==> src/rtl/spi_cmd_pkg.sv <==
// Shared definitions for the SPI command decoder: opcodes, FSM states, command kinds.
package spi_cmd_pkg;

    localparam logic [7:0] OPC_WRITE = 8'hA5;
    localparam logic [7:0] OPC_BOOT  = 8'hC3;

    typedef enum logic [2:0] {
        IDLE,
        ADDR,
        LEN,
        DATA,
        WRITE
    } state_t;

    localparam logic KIND_WRITE = 1'b0;
    localparam logic KIND_BOOT  = 1'b1;

endpackage

==> src/rtl/spi_cmd_timer.sv <==
// Inter-byte timeout counter: reloads to TIMEOUT, counts down while running,
// and flags expiry on the TIMEOUT-th consecutive running cycle.
module spi_cmd_timer #(
    parameter int unsigned TIMEOUT = 1000000
) (
    input  logic clk,
    input  logic resetn,
    input  logic load,
    input  logic run,
    output logic expired
);

    localparam int unsigned W = $clog2(TIMEOUT + 1);

    logic [W-1:0] count;

    // Reload on reset or load, otherwise count down while running
    always_ff @(posedge clk) begin
        if (!resetn || load) begin
            count <= W'(TIMEOUT);
        end else if (run && count != '0) begin
            count <= count - 1'b1;
        end
    end

    assign expired = run && !load && (count == W'(1));

endmodule

==> src/rtl/spi_cmd_decoder.sv <==
// Parses framed host commands from the SPI receiver FIFO into 32-bit memory
// writes and boot-address handoffs.
module spi_cmd_decoder #(
    parameter logic [7:0]  OPC_WRITE = spi_cmd_pkg::OPC_WRITE,
    parameter logic [7:0]  OPC_BOOT  = spi_cmd_pkg::OPC_BOOT,
    parameter int unsigned TIMEOUT   = 1000000
) (
    input  logic        clk,
    input  logic        resetn,
    input  logic [7:0]  rx_data,
    input  logic        rx_dr,
    output logic        rx_strb,
    output logic        mem_valid,
    input  logic        mem_ready,
    output logic [31:0] mem_addr,
    output logic [31:0] mem_wdata,
    output logic [3:0]  mem_wstrb,
    output logic        boot_valid,
    output logic [31:0] boot_addr,
    output logic        busy,
    output logic        err
);

    import spi_cmd_pkg::*;

    state_t      state;
    logic        kind;
    logic [1:0]  idx;
    logic [8:0]  words;
    logic [23:0] shift;
    logic [31:0] addr_word;
    logic        timer_run;
    logic        expired;

    assign rx_strb   = resetn && rx_dr && (state inside {IDLE, ADDR, LEN, DATA});
    assign busy      = (state != IDLE);
    assign addr_word = {shift, rx_data};
    assign timer_run = (state inside {ADDR, LEN, DATA}) && !rx_strb;

    spi_cmd_timer #(.TIMEOUT(TIMEOUT)) u_timer (
        .clk     (clk),
        .resetn  (resetn),
        .load    (!timer_run),
        .run     (timer_run),
        .expired (expired)
    );

    // Frame parser and bus-write sequencer; timeout overrides byte handling
    always_ff @(posedge clk) begin
        if (!resetn) begin
            state      <= IDLE;
            kind       <= KIND_WRITE;
            idx        <= '0;
            words      <= '0;
            shift      <= '0;
            mem_valid  <= 1'b0;
            mem_addr   <= '0;
            mem_wdata  <= '0;
            mem_wstrb  <= '0;
            boot_valid <= 1'b0;
            boot_addr  <= '0;
            err        <= 1'b0;
        end else begin
            boot_valid <= 1'b0;
            err        <= 1'b0;
            if (expired) begin
                state <= IDLE;
                err   <= 1'b1;
            end else begin
                case (state)
                    IDLE: if (rx_strb) begin
                        idx <= '0;
                        if (rx_data == OPC_WRITE) begin
                            kind  <= KIND_WRITE;
                            state <= ADDR;
                        end else if (rx_data == OPC_BOOT) begin
                            kind  <= KIND_BOOT;
                            state <= ADDR;
                        end else begin
                            err <= 1'b1;
                        end
                    end
                    ADDR: if (rx_strb) begin
                        shift <= addr_word[23:0];
                        idx   <= idx + 2'd1;
                        if (idx == 2'd3) begin
                            if (kind == KIND_BOOT) begin
                                boot_addr  <= addr_word;
                                boot_valid <= 1'b1;
                                state      <= IDLE;
                            end else begin
                                mem_addr <= {addr_word[31:2], 2'b00};
                                state    <= LEN;
                            end
                        end
                    end
                    LEN: if (rx_strb) begin
                        words <= (rx_data == 8'h00) ? 9'd256 : {1'b0, rx_data};
                        idx   <= '0;
                        state <= DATA;
                    end
                    DATA: if (rx_strb) begin
                        mem_wdata[{idx, 3'b000} +: 8] <= rx_data;
                        idx <= idx + 2'd1;
                        if (idx == 2'd3) begin
                            mem_valid <= 1'b1;
                            mem_wstrb <= 4'hF;
                            state     <= WRITE;
                        end
                    end
                    WRITE: if (mem_ready) begin
                        mem_valid <= 1'b0;
                        mem_wstrb <= '0;
                        mem_addr  <= mem_addr + 32'd4;
                        words     <= words - 9'd1;
                        idx       <= '0;
                        state     <= (words == 9'd1) ? IDLE : DATA;
                    end
                    default: state <= IDLE;
                endcase
            end
        end
    end

endmodule

==> config.mk <==
export PLATFORM = sky130hd
export DESIGN_NAME = spi_cmd_decoder
export DESIGN_NICKNAME = d
export VERILOG_FILES = /design/src/rtl/spi_cmd_pkg.sv /design/src/rtl/spi_cmd_timer.sv /design/src/rtl/spi_cmd_decoder.sv
export SDC_FILE = /design/constraint.sdc
export NUM_CORES = 1
export LEC_CHECK = 0
export ABC_CLOCK_PERIOD_IN_PS = 4000
export CORE_MARGIN = 3
export CORE_UTILIZATION = 30
export CTS_CLUSTER_SIZE = 28
export DETAILED_ROUTE_END_ITERATION = 12
export HOLD_SLACK_MARGIN = 0.12
export PLACE_DENSITY = 0.57
export SETUP_SLACK_MARGIN = 0.2
export SYNTH_ARGS = -nofsm -noshare
export SYNTH_HDL_FRONTEND = slang
export SYNTH_SLANG_ARGS = --single-unit
==> constraint.sdc <==
create_clock -name clk -period 4 [get_ports clk]
set_input_delay 0.6 -clock clk [delete_from_list [all_inputs] [get_ports clk]]
set_output_delay 0.6 -clock clk [all_outputs]
set_load 0.02 [all_outputs]
* Yosys cells after proc, flatten, opt, wreduce, memory -nomap -nowiden
Cells that the tools add are included.
Storage, ports and cells: flip-flop bits (word level) 162, output and inout port bits 105, word-level logic and storage cells 120
Cells by class: add/sub/neg operators 5, equal/unequal tests 20, shifts and indexed selects 2, muxes and demuxes 42, bitwise gates (word level) 5, reduce and logical (&&, ||, !) cells 33
Operator list (number):
- $mux 32 | 4
- $pmux 32 s2 | 1
- $add 32x3->32 const B | 1
- $bwmux 32 | 1
- $shift 8x7->32 const A | 1
- $shiftx 8x7->32 | 1
- $mux 3 | 9
- $mux 9 | 3
- $eq 20x1->1 const B | 1
- $reduce_bool 20->1 | 1
- $sub 20x1->20 const B | 1
- $pmux 9 s2 | 1
- $eq 8x8->1 const B | 2
- $pmux 3 s5 | 1
- $reduce_and 5->1 | 3
- $mux 4 | 3
- $ne 2x2->1 const B | 6
- $mux 1 | 11
- $mux 2 | 5
- $eq 9x1->1 const B | 1
- $reduce_bool 3->1 | 3
- $sub 9x1->9 const B | 1
- $logic_not 8->1 | 1
- $ne 2x1->1 const B | 4
- 23 further kinds | 41

* Depth between registers and ports, before layout
depth after elaboration 8, gate-level depth with buffers 8, depth with buffers taken out 7

* Hierarchy
A second synthesis with hierarchy kept.
Second synthesis, totals: cell total of the unflattened synthesis 1000, area total of the unflattened synthesis 7606.0 um^2
By module, submodules not included:
- spi_cmd_decoder | times used 1, cells an instance 861, area an instance 6428.7 um^2, sequential area each 2722.6 um^2
- spi_cmd_timer | times used 1, cells an instance 139, area an instance 1177.4 um^2, sequential area each 400.4 um^2

* Least setup slack after synthesis
OpenSTA, ideal clock, no wires.
kind flip-flop to flip-flop, start point register mem_addr[2], end point register mem_addr[26], arrival 2.114 ns, data required time 3.926 ns, slack 1.812 ns, stages on the path, launching flop included 9, buffers on the path 2, clock period less this slack 2.188 ns, cells stage by stage dfxtp_1 ha_1 and3_1 clkbuf_1 and4_1 buf_2 nor4b_2 mux2_2 a31oi_1
Between the ends: cells in the longest elaborated chain, start to end 3
Ends and longest elaborated chain:
- start, declared | line spi_cmd_decoder.sv:15 | output logic [31:0] mem_addr,
- start signal, assigned | line spi_cmd_decoder.sv:92 | mem_addr <= {addr_word[31:2], 2'b00};
- start signal, assigned | line spi_cmd_decoder.sv:114 | mem_addr <= mem_addr + 32'd4;
- $add 32x3->32 | line spi_cmd_decoder.sv:114
- $mux 32 | line spi_cmd_decoder.sv:111 | WRITE: if (mem_ready) begin
- $pmux 32 s2 | line spi_cmd_decoder.sv:70 | case (state)
Every way passes these cells. The select of a mux whose other input is x is not followed. A chain may end at the register's enable or synchronous reset.

* Worst setup path in the final report
start point input resetn, end point output rx_strb
Between the ends: cells in the longest elaborated chain, start to end 2
Ends and longest elaborated chain:
- start, declared | line spi_cmd_decoder.sv:9 | input logic resetn,
- $logic_and 1x1->1 (2 in series) | line spi_cmd_decoder.sv:35 | assign rx_strb = resetn && rx_dr && (state inside {IDLE, ADDR, LEN, DATA});
- end, declared | line spi_cmd_decoder.sv:12 | output logic rx_strb,
Every way passes these cells.

==> impl_metrics.toml <==
[place]
port_buffers = 114
place_congestion = 0.839
dp.final_hpwl_um = 15300
place_area_um2 = 8620

[flow_run]
cap_violations = 0

[drt]
vias_per_cell = 5.17
dr_wl_met3_um = 1190
drt_iter0_markers = 495
wl_met2_um = 10500
firstDrtPassIters = 5
wl_met1_um = 10400
drc = 0
routed-via-count = 6972
wl_per_cell_um = 16.6
top_layer = "met4"
wirelength_um = 22400
ant_nets = 0

[timing]
finalCriticalPeriod_ps = 2800
clock.fmax_mhz = 358
finalCritPeriodShare_pct = 69.9
tightest_slew_ps = 1110
fin_setup_tns_ps = 0
rsz0062_at_grt = "no"
setup_viol = 0
relSlewSlack_pct = 25.2
timing.final.max_slew_violations = 0
finClkSkew_ps = 8.79
finalHoldViolations = 0
whs_ps = 451

[finish]
final_nets = 1041
syn_to_final_growth_pct = 27.1
utilization_pct = 39.0
stdcell_area_um2 = 9240
drive_gt1_share_pct = 6.12
fillers = 2534
n_antenna_cell = 0

[clocking]
clk_path_buf_depth = 2
cts_buffers = 17
cts_tree = "built"
cts-root-buf = "clkbuf_16"
cts_htree_levels = 4
insertion_delay_ps = 430
cts_hold_buf = 0
post_cts_buffers = 0
postCtsResizedCells = 0
clk_pin_slew_ps = 60
cts.sinks = 156

[pwr]
vdd_ir_drop_max_v = 0.000226
power_mw = 3.35
leakage_nw = 3.03
power_density_nw_per_um2 = 362

[logic_synthesis]
synth_edf_count = 0
syn-cell-area_um2 = 7270
ys_seq_area_share_pct = 42.9
yosys_register_bits = 156
synth.distinct_cells = 67
ys_warn_count = 0
ys.flop_type = "dfxtp_1"
synth_cells = 941
synth-async-reset-ratio_pct = 0
avgSynthCellArea_um2 = 7.73

[floorplanning]
die_x_um = 162
dieArea_um2 = 26200
coreArea_um2 = 23700
initial_core_util_pct = 30.7
io_pins = 117
num_rows = 56
die_h_um = 162

[global_routing]
gr-total-overflow = 0
antenna_found_initial = 0
grt_usage_pct = 17.0
grt_start_max_net_pins = 57
grt_pass1_vias = 6574
grt_pass1_wl_um = 35800

[worst_setup_path]
cp-end-kind = "output pin"
arrival_ps = 2200
worstPathRequired_ps = 3400
crit_type = "in -> out"
crit_path_max_fanout = 56
critPathLaunchType = "input port"

[hold_path]
min_path_type = "reg -> reg"

[outcome]
outcome = "finished, final reports clean"
-- layer usage --
metal	track usage, %	vias to the layer above
met1	23.0	3267
met3	3.77	20
met4	4.77	0
met2	27.3	188
li1	-	3497
met5	0	-
-- through the flow --
step	instances	worst slack, ps
after floorplan	942	1810
after global placement	1317	1080
after detailed placement	1317	998
after CTS	1349	1200
after global routing	1349	1080
final	1349	1200
-- critical path: stages --
cell             delay, ps
buf_2                   80
buf_4                  470
nand2_1                200
nor2_1                 200
clkdlybuf4s50_1        640
-- cell usage after synthesis, drive strengths merged, types with 5 or more instances --
cell	instances	area (um2)
a211oi	8	60.1
a21oi	108	541
a22oi	8	60.1
a31oi	6	37.5
and2	8	50.1
and3	14	87.6
buf	18	101
clkbuf	55	208
dfxtp	156	3120
ha	12	150
inv	13	48.8
mux2i	5	50.1
nand2	197	742
nand3	59	295
nand4	13	81.3
nor2	53	199
nor3	20	100
nor3b	9	67.6
nor4	14	115
o21a	5	37.5
o21ai	56	280
o22ai	7	43.8
o31ai	11	82.6
or3	8	50.1
or4	6	45.0
xnor2	5	43.8
-- logic make-up (layout without fill, tap and decap cells) --
kind of cell               after synthesis  after routing  synth area share (%)
DFF                                    156            156                  42.9
xor gates and xnor gates                 7              7                 0.843
muxes                                    7              7                 0.998
adders and majority gates               12             12                  2.06
other                                    1              2                0.0516
AOI/OAI and AO/OA                      245            245                  20.0
buffers and inverters                   87            175                  4.97
and+or+nand+nor                        426            426                  28.1
-- state kept, by name, summed over array words and instances (netlist names) --
register       count
u_timer.count     20
mem_wstrb          1
mem_addr          30
state              3
err                1
boot_addr         32
boot_valid         1
idx                2
words              9
shift             24
kind               1
mem_wdata         32
-- worst paths after layout --
| check | startpoint | to | slack, ps | cells after the start |
|---|---|---|---|---|
| max | resetn | rx_strb | 1200 | 5 |
| min | boot_addr[19] | boot_addr[19] | 450 | 2 |
| max reg2reg | state[0] | boot_addr[20] | 1480 | 7 |
| min reg2reg | boot_addr[19] | boot_addr[19] | 450 | 2 |
-- cell usage in the layout (no fill, tap or decap), types with 4 or more instances in the layout --
cell,synthesis,layout
and3_1,14,14
nand2_1,196,196
a21oi_1,108,108
o22ai_1,7,7
or3_1,8,8
o21ai_0,56,56
ha_1,12,12
nor3_1,20,20
a22oi_1,8,8
and4_1,4,4
mux2i_1,5,5
nor2_1,53,53
xnor2_1,5,5
or2_2,4,4
o31ai_1,11,11
buf_4,6,15
o41ai_1,4,4
clkbuf_16,0,17
o21a_1,5,5
nand3_1,59,59
o211ai_1,4,4
or4_1,6,6
inv_1,13,13
nand4_1,13,13
nor4_1,11,11
clkdlybuf4s50_1,0,113
nor3b_1,9,8
o221ai_1,4,4
a31oi_1,6,6
and2_1,7,7
nor4bb_1,4,4
dfxtp_1,156,156
a211oi_1,8,8
-- where the power goes --
group	total, mW	internal, mW	switching (mW)
Combinational	0.0824	0.0238	0.0586
Clock	1.71	1.02	0.690
Sequential	1.55	1.55	0.000669
Total	3.35	2.60	0.749
-- layout make-up --
cell class / count / area, um2 / area share (%)
Sequential cell: 156 / 3120 / 33.8
Clock inverter: 12 / 161 / 1.75
Tap cell: 319 / 399 / 4.32
Multi-Input combinational cell: 699 / 3800 / 41.1
Inverter: 14 / 52.6 / 0.569
Timing Repair Buffer: 129 / 1250 / 13.5
Clock buffer: 20 / 457 / 4.94
(Power assumes the default switching activity.)
